`src/rtl/mxv_fetch_scheduler_pkg.sv`:
```
// Shared types and constants for the mXv fetch scheduler.
package mxv_sched_pkg;

  typedef enum logic [1:0] {
    IDLE = 2'd0,
    RUN  = 2'd1,
    WAIT = 2'd2,
    DONE = 2'd3
  } state_t;

  localparam int unsigned MEM_AW = 32;
  localparam logic [MEM_AW-1:0] ADDR_INIT = '1;

  localparam int unsigned ERR_W            = 2;
  localparam int unsigned ERR_OVERRUN      = 0;
  localparam int unsigned ERR_EARLY_FINISH = 1;

endpackage

```
`src/rtl/mxv_fetch_scheduler_if.sv`:
```
// Bundles the controller-side and core-side signals of the fetch scheduler.
interface mxv_fetch_scheduler_if #(
  parameter int unsigned EW = 32,
  parameter int unsigned AW = 32,
  parameter int unsigned NU = 8
);
  localparam int unsigned RES_W = NU * EW;
  localparam int unsigned CNT_W = 32;

  logic             i_start;
  logic [CNT_W-1:0] i_total_with_additional_A;
  logic             i_memories_pre_preprocess;
  logic             i_mXv1_finish;
  logic             i_outsider_read_now;
  logic [RES_W-1:0] i_mXv1_result;

  logic             o_reset_mXv1;
  logic [AW-1:0]    o_memoryA_read_address;
  logic [AW-1:0]    o_col_nos_read_address;
  logic [AW-1:0]    o_multiples_read_address;
  logic             o_memories_preprocess;
  logic [RES_W-1:0] o_result_data;
  logic             o_result_valid;
  logic [CNT_W-1:0] o_result_count;
  logic             o_busy;
  logic             o_done;
  logic [1:0]       o_error;

  modport master (
    input  i_start, i_total_with_additional_A, i_memories_pre_preprocess,
           i_mXv1_finish, i_outsider_read_now, i_mXv1_result,
    output o_reset_mXv1, o_memoryA_read_address, o_col_nos_read_address,
           o_multiples_read_address, o_memories_preprocess, o_result_data,
           o_result_valid, o_result_count, o_busy, o_done, o_error
  );

  modport slave (
    output i_start, i_total_with_additional_A, i_memories_pre_preprocess,
           i_mXv1_finish, i_outsider_read_now, i_mXv1_result,
    input  o_reset_mXv1, o_memoryA_read_address, o_col_nos_read_address,
           o_multiples_read_address, o_memories_preprocess, o_result_data,
           o_result_valid, o_result_count, o_busy, o_done, o_error
  );
endinterface

```
`src/rtl/mxv_fetch_scheduler_addr_counter.sv`:
```
// Shared operand-memory read address: loads all-ones, increments, wraps.
module mxv_addr_counter #(
  parameter int unsigned AW = 32
) (
  input  logic          clk,
  input  logic          reset,
  input  logic          i_load,
  input  logic          i_inc,
  output logic [AW-1:0] o_addr
);

  logic [AW-1:0] r_addr;

  // Load has priority so a new pass always restarts from all-ones.
  always_ff @(posedge clk) begin
    if (reset || i_load) begin
      r_addr <= '1;
    end else if (i_inc) begin
      r_addr <= r_addr + AW'(1);
    end
  end

  assign o_addr = r_addr;

endmodule

```
`src/rtl/mxv_fetch_scheduler.sv`:
```
// Sequences one matrix-by-vector pass: address fetch, core enable, result
// capture and completion/error reporting.
module mxv_fetch_scheduler
  import mxv_sched_pkg::*;
#(
  parameter int unsigned element_width               = 32,
  parameter int unsigned memories_address_width      = 32,
  parameter int unsigned no_of_row_by_vector_modules = 4
) (
  input  logic                  clk,
  input  logic                  reset,
  mxv_fetch_scheduler_if.master bus
);

  localparam int unsigned AW    = memories_address_width;
  localparam int unsigned NU    = 2 * no_of_row_by_vector_modules;
  localparam int unsigned RES_W = NU * element_width;
  localparam int unsigned CNT_W = 32;

  state_t           r_state;
  state_t           w_next_state;

  logic [CNT_W-1:0] r_total;
  logic [CNT_W-1:0] r_issued;
  logic [CNT_W-1:0] r_result_count;
  logic [RES_W-1:0] r_result_data;
  logic             r_result_valid;
  logic             r_memories_preprocess;
  logic             r_reset_mxv;
  logic             r_busy;
  logic             r_done;
  logic [ERR_W-1:0] r_error;

  logic             w_start;
  logic             w_accept;
  logic             w_capture;
  logic             w_below;
  logic             w_last;
  logic             w_err_overrun;
  logic             w_err_early;
  logic [AW-1:0]    w_addr;

  assign w_below = r_issued < r_total;
  assign w_last  = (r_issued + CNT_W'(1)) == r_total;

  always_ff @(posedge clk) begin
    if (reset) begin
      r_state <= IDLE;
    end else begin
      r_state <= w_next_state;
    end
  end

  always_comb begin
    w_next_state  = r_state;
    w_start       = 1'b0;
    w_accept      = 1'b0;
    w_capture     = 1'b0;
    w_err_overrun = 1'b0;
    w_err_early   = 1'b0;
    unique case (r_state)
      IDLE: begin
        if (bus.i_start) begin
          w_start      = 1'b1;
          w_next_state = (bus.i_total_with_additional_A == '0) ? DONE : RUN;
        end
      end
      RUN: begin
        w_accept  = bus.i_memories_pre_preprocess && w_below;
        w_capture = bus.i_outsider_read_now;
        if (bus.i_mXv1_finish) begin
          w_next_state = DONE;
          w_err_early  = w_below;
        end else if (!w_below || (w_accept && w_last)) begin
          w_next_state = WAIT;
        end
      end
      WAIT: begin
        w_capture     = bus.i_outsider_read_now;
        w_err_overrun = bus.i_memories_pre_preprocess;
        if (bus.i_mXv1_finish) begin
          w_next_state = DONE;
        end
      end
      DONE: begin
        w_next_state = IDLE;
      end
      default: begin
        w_next_state = IDLE;
      end
    endcase
  end

  // Status strobes are registered from the next state so they align with it.
  always_ff @(posedge clk) begin
    if (reset) begin
      r_total               <= '0;
      r_issued              <= '0;
      r_result_count        <= '0;
      r_result_data         <= '0;
      r_result_valid        <= 1'b0;
      r_memories_preprocess <= 1'b0;
      r_reset_mxv           <= 1'b0;
      r_busy                <= 1'b0;
      r_done                <= 1'b0;
      r_error               <= '0;
    end else begin
      r_memories_preprocess <= w_accept;
      r_result_valid        <= w_capture;
      r_reset_mxv           <= (w_next_state == RUN) || (w_next_state == WAIT);
      r_busy                <= w_next_state != IDLE;
      r_done                <= w_next_state == DONE;
      if (w_start) begin
        r_total        <= bus.i_total_with_additional_A;
        r_issued       <= '0;
        r_result_count <= '0;
        r_error        <= '0;
      end
      if (w_accept) begin
        r_issued <= r_issued + CNT_W'(1);
      end
      if (w_capture) begin
        r_result_data  <= bus.i_mXv1_result;
        r_result_count <= r_result_count + CNT_W'(1);
      end
      if (w_err_overrun) begin
        r_error[ERR_OVERRUN] <= 1'b1;
      end
      if (w_err_early) begin
        r_error[ERR_EARLY_FINISH] <= 1'b1;
      end
    end
  end

  mxv_addr_counter #(
    .AW (AW)
  ) u_addr_counter (
    .clk    (clk),
    .reset  (reset),
    .i_load (w_start),
    .i_inc  (w_accept),
    .o_addr (w_addr)
  );

  assign bus.o_memoryA_read_address   = w_addr;
  assign bus.o_col_nos_read_address   = w_addr;
  assign bus.o_multiples_read_address = w_addr;
  assign bus.o_memories_preprocess    = r_memories_preprocess;
  assign bus.o_reset_mXv1             = r_reset_mxv;
  assign bus.o_result_data            = r_result_data;
  assign bus.o_result_valid           = r_result_valid;
  assign bus.o_result_count           = r_result_count;
  assign bus.o_busy                   = r_busy;
  assign bus.o_done                   = r_done;
  assign bus.o_error                  = r_error;

endmodule
```
`src/flat_wrapper.sv`:
```
// flat-port wrapper written by rule: the top's interface ports become plain ports
module mxv_fetch_scheduler_flat import mxv_sched_pkg::*;
#(
  parameter int unsigned element_width               = 32,
  parameter int unsigned memories_address_width      = 32,
  parameter int unsigned no_of_row_by_vector_modules = 4
)
  (clk, reset, bus_i_start, bus_i_total_with_additional_A, bus_i_memories_pre_preprocess, bus_i_mXv1_finish, bus_i_outsider_read_now, bus_i_mXv1_result, bus_o_reset_mXv1, bus_o_memoryA_read_address, bus_o_col_nos_read_address, bus_o_multiples_read_address, bus_o_memories_preprocess, bus_o_result_data, bus_o_result_valid, bus_o_result_count, bus_o_busy, bus_o_done, bus_o_error);
  mxv_fetch_scheduler_if bus_i ();
  input  logic clk;
  input  logic reset;
  input wire logic [$bits(bus_i.i_start)-1:0] bus_i_start;
  input wire logic [$bits(bus_i.i_total_with_additional_A)-1:0] bus_i_total_with_additional_A;
  input wire logic [$bits(bus_i.i_memories_pre_preprocess)-1:0] bus_i_memories_pre_preprocess;
  input wire logic [$bits(bus_i.i_mXv1_finish)-1:0] bus_i_mXv1_finish;
  input wire logic [$bits(bus_i.i_outsider_read_now)-1:0] bus_i_outsider_read_now;
  input wire logic [$bits(bus_i.i_mXv1_result)-1:0] bus_i_mXv1_result;
  output wire logic [$bits(bus_i.o_reset_mXv1)-1:0] bus_o_reset_mXv1;
  output wire logic [$bits(bus_i.o_memoryA_read_address)-1:0] bus_o_memoryA_read_address;
  output wire logic [$bits(bus_i.o_col_nos_read_address)-1:0] bus_o_col_nos_read_address;
  output wire logic [$bits(bus_i.o_multiples_read_address)-1:0] bus_o_multiples_read_address;
  output wire logic [$bits(bus_i.o_memories_preprocess)-1:0] bus_o_memories_preprocess;
  output wire logic [$bits(bus_i.o_result_data)-1:0] bus_o_result_data;
  output wire logic [$bits(bus_i.o_result_valid)-1:0] bus_o_result_valid;
  output wire logic [$bits(bus_i.o_result_count)-1:0] bus_o_result_count;
  output wire logic [$bits(bus_i.o_busy)-1:0] bus_o_busy;
  output wire logic [$bits(bus_i.o_done)-1:0] bus_o_done;
  output wire logic [$bits(bus_i.o_error)-1:0] bus_o_error;
  assign bus_i.i_start = bus_i_start;
  assign bus_i.i_total_with_additional_A = bus_i_total_with_additional_A;
  assign bus_i.i_memories_pre_preprocess = bus_i_memories_pre_preprocess;
  assign bus_i.i_mXv1_finish = bus_i_mXv1_finish;
  assign bus_i.i_outsider_read_now = bus_i_outsider_read_now;
  assign bus_i.i_mXv1_result = bus_i_mXv1_result;
  assign bus_o_reset_mXv1 = bus_i.o_reset_mXv1;
  assign bus_o_memoryA_read_address = bus_i.o_memoryA_read_address;
  assign bus_o_col_nos_read_address = bus_i.o_col_nos_read_address;
  assign bus_o_multiples_read_address = bus_i.o_multiples_read_address;
  assign bus_o_memories_preprocess = bus_i.o_memories_preprocess;
  assign bus_o_result_data = bus_i.o_result_data;
  assign bus_o_result_valid = bus_i.o_result_valid;
  assign bus_o_result_count = bus_i.o_result_count;
  assign bus_o_busy = bus_i.o_busy;
  assign bus_o_done = bus_i.o_done;
  assign bus_o_error = bus_i.o_error;
  mxv_fetch_scheduler #(.element_width(element_width), .memories_address_width(memories_address_width), .no_of_row_by_vector_modules(no_of_row_by_vector_modules)) u_core (.clk(clk), .reset(reset), .bus(bus_i));
endmodule
```
`config.mk`:
```
export PLATFORM = sky130hd
export DESIGN_NAME = mxv_fetch_scheduler_flat
export DESIGN_NICKNAME = d
export VERILOG_FILES = /design/src/rtl/mxv_fetch_scheduler_pkg.sv /design/src/rtl/mxv_fetch_scheduler_if.sv /design/src/rtl/mxv_fetch_scheduler_addr_counter.sv /design/src/rtl/mxv_fetch_scheduler.sv /design/src/flat_wrapper.sv
export SDC_FILE = /design/constraint.sdc
export NUM_CORES = 1
export LEC_CHECK = 0
export BUFFER_PORTS_ARGS = -buffer_cell sky130_fd_sc_hd__buf_4
export CAP_MARGIN = 20
export CORE_AREA = 3 3 262 264
export CTS_CLUSTER_SIZE = 28
export DETAILED_ROUTE_END_ITERATION = 12
export DIE_AREA = 0 0 265 267
export PLACE_DENSITY = 0.5
export SYNTH_ARGS = -nofsm -noshare
export SYNTH_HDL_FRONTEND = slang
export SYNTH_SLANG_ARGS = --single-unit
export TNS_END_PERCENT = 5
```
`constraint.sdc`:
```
create_clock -name clk -period 9.4 [get_ports clk]
set_clock_uncertainty 0.1 [all_clocks]
set_input_delay 0.94 -clock clk [delete_from_list [all_inputs] [get_ports clk]]
set_output_delay 0.94 -clock clk [all_outputs]
set_load 0.03 [all_outputs]
```
; After elaboration in Yosys (flattened, before gate mapping)
; Index checks and enable logic that the tools add are counted.
[op_classes]
n_mux = 19
addsub = 3
order_cmp = 1
n_reduce_logical = 14
eq_ne = 7
[ops]
columns = op, count
row1 = adder 32 x 1 -> 32 bit (second input constant), 3
row2 = 2-to-1 mux 32 bit, 3
row3 = == test 32 bit, 1
row4 = zero test 32 bit, 1
row5 = < comparator 32 bit, 1
row6 = 2-to-1 mux 2 bit, 6
row7 = nonzero test 2 bit, 5
row8 = 2-to-1 mux 1 bit, 9
row9 = == test 2 bit (second input constant), 4
row10 = case mux 2 bit (4 select lines), 1
row11 = == test 2 x 1 -> 1 bit (second input constant), 2
row12 = logical OR 1 bit, 3
row13 = logical AND 1 bit, 2
row14 = zero test 2 bit, 1
row15 = OR reduction 2 bit, 1
row16 = zero test 1 bit, 1
[totals]
ff_bits = 393
input_bits = 294
out_inout_bits = 391

; Logic depth before layout (Yosys ltp)
[logic_depth]
word_depth = 9
mapped_depth = 13

; Modules after synthesis
; From an unflattened synthesis, not the netlist that was laid out.
[hier_totals]
cells_unflattened = 2253
area_unflattened_um2 = 17484.3
[by_module_without_submodules]
columns = mod, area_per_inst_um2, n_inst, cells_per_inst
row1 = mxv_fetch_scheduler, 15921.5, 1, 2073
row2 = mxv_addr_counter, 1562.7, 1, 180

; Worst setup path after synthesis
; Ideal clock, no wire load.
[synth_timing]
kind = reg2reg
startpoint = register u_core.r_issued[8]
endpoint = register u_core.r_reset_mxv, in the netlist u_core.bus.o_reset_mXv1
path_stages_with_launch = 12
path_slack_ps = 5379
arrival_ps = 3794
synth_period_minus_slack_ps = 4021
required_ps = 9172
path_cell_list = dfxtp_1 > clkbuf_1 > nand4_1 > or4_1 > nor4_1 > xnor2_1 > o21ai_0 > or4_1 > or4_4 > a211o_1 > ha_1 > nor2b_1
[synth_between]
elab_chain_len = 9
[synth_rtl]
columns = item, line_no
row1 = from (decl), mxv_fetch_scheduler.sv:24  ; logic [CNT_W-1:0] r_issued;
row2 = from (signal assigned), mxv_fetch_scheduler.sv:120  ; r_issued <= r_issued + CNT_W'(1);
row3 = adder 32 x 1 -> 32 bit / < comparator 32 bit (equally long branches), "mxv_fetch_scheduler.sv:44, mxv_fetch_scheduler.sv:43"
row4 = == test 32 bit / logical AND 1 bit (equally long branches), "mxv_fetch_scheduler.sv:44, mxv_fetch_scheduler.sv:69"
row5 = logical AND 1 bit, mxv_fetch_scheduler.sv:74  ; end else if (!w_below || (w_accept && w_last)) begin
row6 = logical OR 1 bit *, mxv_fetch_scheduler.sv:74
row7 = 2-to-1 mux 2 bit *, mxv_fetch_scheduler.sv:74
row8 = 2-to-1 mux 2 bit *, mxv_fetch_scheduler.sv:71  ; if (bus.i_mXv1_finish) begin
row9 = case mux 2 bit (4 select lines) *, mxv_fetch_scheduler.sv:61  ; unique case (r_state)
row10 = == test 2 x 1 -> 1 bit / == test 2 bit (equally long branches), mxv_fetch_scheduler.sv:110  ; r_reset_mxv <= (w_next_state == RUN) || (w_next_state == WAIT);
row11 = logical OR 1 bit *, mxv_fetch_scheduler.sv:110
row12 = to (signal assigned), mxv_fetch_scheduler.sv:110
row13 = to (decl), mxv_fetch_scheduler.sv:29  ; logic r_reset_mxv;
; Every way passes the cells marked *; elsewhere a longest branch is shown, timed or not.
; A chain may end at the register's enable or synchronous reset.

; Final worst setup path
[layout_timing]
startpoint = register u_core.r_issued[2]
endpoint = register u_core.r_reset_mxv, in the netlist u_core.bus.o_reset_mXv1
; Same word-level chain as after synthesis.

==> summary.md <==
| Metric | Value |
|---|---|
| Max Fanout on Critical Path | `15` |
| CP Class | `reg2reg` |
| R2r setup slk | `4.71 ns` |
| Post-route ant nets | `0` |
| Vias/cell | `4.72` |
| Synthesis Warnings | `0` |
| Cts repair resizes | `0` |
| Commonest non-fill, non-tap cell in the layout | `buf_4` |
| Hold_ws | `0.353 ns` |
| Gp weighted congestion | `0.884` |
| Vias in the first global route | `16900` |
| CTS Buffer Depth | `3` |
| Reg2reg end | `u_core.bus.o_reset_mXv1$_SDFF_PP0_` |
| Asr flop ratio synth | `0%` |
| Die area | `70800 um^2` |
| P per Cell Area | `294 nW/um^2` |
| Syn nets | `2577` |
| Yosys reg bits | `393` |
| Peak VDD IR | `0.155 mV` |
| Initial antenna violation count | `20` |
| Setup Total Neg Slack | `0 ns` |
| Final instance area | `24400 um^2` |
| Hold-fix buffers at CTS | `0` |
| Post-DP HPWL | `59200 um` |
| GRT Util Overall | `20.7%` |
| Period minus WS final | `4.69 ns` |
| Max-Cap Viols | `0` |
| EDFF count, synth | `0` |
| Slew headroom | `23.4%` |
| Initial core utilization | `25.9%` |
| Syn Area/Cell | `7.72 um^2` |
| Initial drt markers | `1176` |
| CTS Sinks | `393` |
| Share of layout cells above drive strength 1 | `28.9%` |
| F_max | `213 MHz` |
| Vias after detailed routing | `17500` |
| WP data arrival | `5.02 ns` |
| Worst-margin pin slew | `1.14 ns` |
| WP depth | `10` |
| CP dominant cell by count | `or4_1` |
| Unrepaired setup endpoints after global routing | `no` |
| Area delta synth->final | `41.3%` |
| Crit. End Element | `flip-flop` |
| I/O Buffers | `684` |
| Main synth FF type | `dfxtp_1` |
| Outcome | `finished clean` |
| Post-CTS Setup Inserts | `0` |
| Final period util | `49.9%` |
| Io pins | `685` |
| FP Rows | `95` |
| First-pass GRT wire length | `111000 um` |
| CP peak stage delay | `0.75 ns` |
| Worst Path Required | `9.73 ns` |
| Critical Path Start Type | `flip-flop` |
| Critical Path Sink | `u_core.bus.o_reset_mXv1$_SDFF_PP0_` |
| Critical-path cell list | `nand3_1 > or4_1 > nor4_1 > xnor2_1 > o21ai_0 > or4_1 > or4_4 > a211o_1 > ha_1 > nor2b_1` |
| DRC Markers | `0` |
| Final-report setup violation count | `0` |
| Sequential area share after synthesis | `45.5%` |
| CTS tree | `built` |
| Placement Cell Area | `22600 um^2` |
| R2r worst-path depth | `10` |
| CP max stage cell | `nor4_1` |
| Final worst slack | `4.71 ns` |
| Final hold viol count | `0` |
| Largest net degree at the start of global routing | `106` |
| Max-slew violation count | `0` |
| Grt total ovfl | `0` |
| CP startpoint | `u_core.r_issued[2]$_SDFFE_PP0P_` |
| Die X | `265 um` |
| Die span in y | `267 um` |
| Fin nets | `3121` |
| Most frequent cells in the layout | `buf_4, nand2_1, dfxtp_1, a21oi_1, nand3_1` |
| Min-Delay Path Class | `reg2reg` |
| Crit path buf inv count | `0` |
| Worst-skew pair later-pin latency | `0.59 ns` |
| DP Worst Slack | `4.83 ns` |
| WL final | `77200 um` |
| Root Driver | `clkbuf_16` |
| Post-Syn Instances | `2242` |
| Worst R2R Start | `u_core.r_issued[2]$_SDFFE_PP0P_` |
| Post-synth cell types | `65` |
| Core ar. | `66800 um^2` |
| DR WL/cell | `20.8 um` |
| H-Tree Depth | `2` |
| Cell family with the largest share of critical-path delay | `simple AND/OR/NAND/NOR gates` |
| Clk slew on worst S/H paths | `0.06 ns` |
| Syn Std Cell Area | `17300 um^2` |
| CTS Buf Count | `49` |
| LEAKAGE | `10.2 nW` |
| DR pass1 iterations | `8` |
synthesized netlist by cell type, types with 8 or more instances:
library cell	count	area share, %
mux2_2	10	0.65
or3_1	19	0.69
xor2_1	30	1.5
or4_1	13	0.56
clkbuf_1	134	2.9
nand4_1	29	1.0
a21o_1	8	0.35
ha_1	41	3.0
a31oi_1	23	0.83
a21oi_1	334	9.7
nand2_1	680	15
inv_1	54	1.2
nor2_1	60	1.3
or2_2	11	0.40
nor3_1	26	0.75
and3_1	11	0.40
buf_1	10	0.22
nand3_1	61	1.8
and4_1	11	0.56
o211ai_1	12	0.52
nor4_1	29	1.0
buf_4	64	2.8
o21ai_0	48	1.4
dfxtp_1	393	45
o21a_1	8	0.35
xnor2_1	38	1.9
and2_1	8	0.29
how the worst min path moves through the flow:
stage	start	end	slack, ns	depth (start not counted)
final	u_core.bus.o_result_data[30]$_SDFFE_PP0P_	u_core.bus.o_result_data[30]$_SDFFE_PP0P_	0.35	2
after global routing	u_core.bus.o_result_data[63]$_SDFFE_PP0P_	u_core.bus.o_result_data[63]$_SDFFE_PP0P_	0.37	2
after CTS	u_core.bus.o_result_data[199]$_SDFFE_PP0P_	u_core.bus.o_result_data[199]$_SDFFE_PP0P_	0.35	2
after detailed placement	u_core.bus.o_result_data[199]$_SDFFE_PP0P_	u_core.bus.o_result_data[199]$_SDFFE_PP0P_	0.35	2
after global placement	u_core.bus.o_result_data[241]$_SDFFE_PP0P_	u_core.bus.o_result_data[241]$_SDFFE_PP0P_	0.34	2
after floorplan	u_core.r_total[2]$_SDFFE_PP0P_	u_core.r_total[2]$_SDFFE_PP0P_	0.34	2
cell families (layout without fill, tap and decap cells):
family | count (synthesis) | count (layout) | share of synthesized area [%]
compound gates | 470 | 470 | 14.9
xor+xnor | 68 | 68 | 3.44
fa+ha+maj | 41 | 41 | 2.97
buf+inv | 265 | 849 | 7.19
flops | 393 | 393 | 45.5
mux | 12 | 12 | 0.767
other cells | 0 | 10 | 0
simple gates | 993 | 993 | 25.2
sequential cells by signal, indices dropped and copies added (netlist names):
signal / count
u_core.bus.o_result_data: 256
u_core.r_issued: 32
u_core.bus.o_reset_mXv1: 1
u_core.bus.o_result_valid: 1
u_core.bus.o_busy: 1
u_core.u_addr_counter.o_addr: 32
u_core.bus.o_memories_preprocess: 1
u_core.bus.o_done: 1
u_core.r_total: 32
u_core.bus.o_result_count: 32
u_core.bus.o_error: 2
u_core.r_state: 2
final cells by class:
cell class                 count  area, um^2
inverter                      55         206
clock inverter                20         322
multi-input combinational   1584        8210
tap                          873        1090
antenna                       10        25.0
sequential                   393        7870
timing repair buffer         703        5330
fill                        7060       42400
clock buffer                  71        1400
where the power goes:
part           leakage (nW)  switching (W)  internal [W]  total, W
sequential             3.19       0.000246       0.00199   0.00224
clock                 0.844       0.000793       0.00123   0.00202
combinational          6.15        0.00196      0.000959   0.00292
worst reg2reg max path, stage by stage, from the launching register on:
cell and delay (ns):
dfxtp_1 0.49, nand3_1 0.51, or4_1 0.67, nor4_1 0.75, xnor2_1 0.22, o21ai_0 0.12, or4_1 0.52, or4_4 0.46
a211o_1 0.31, ha_1 0.26, nor2b_1 0.13
stage by stage:
step | cells | util, % | total power, W
after floorplan | 2242 | - | 0.00409
after global placement | 3606 | 33.9 | 0.00517
after detailed placement | 3606 | 33.9 | 0.00520
after CTS | 3697 | 36.5 | 0.00726
after global routing | 3700 | 36.6 | 0.00759
final | 3709 | 36.6 | 0.00718
metal layers:
metal / vias up / routed length [um] / GRT usage (%)
li1: 8584 / - / -
met1: 8194 / 30500 / 24.2
met2: 558 / 35900 / 33.5
met3: 137 / 7450 / 8.66
met4: 18 / 3230 / 8.58
met5: - / 127 / 0
Power figures use the tool's default switching activity.
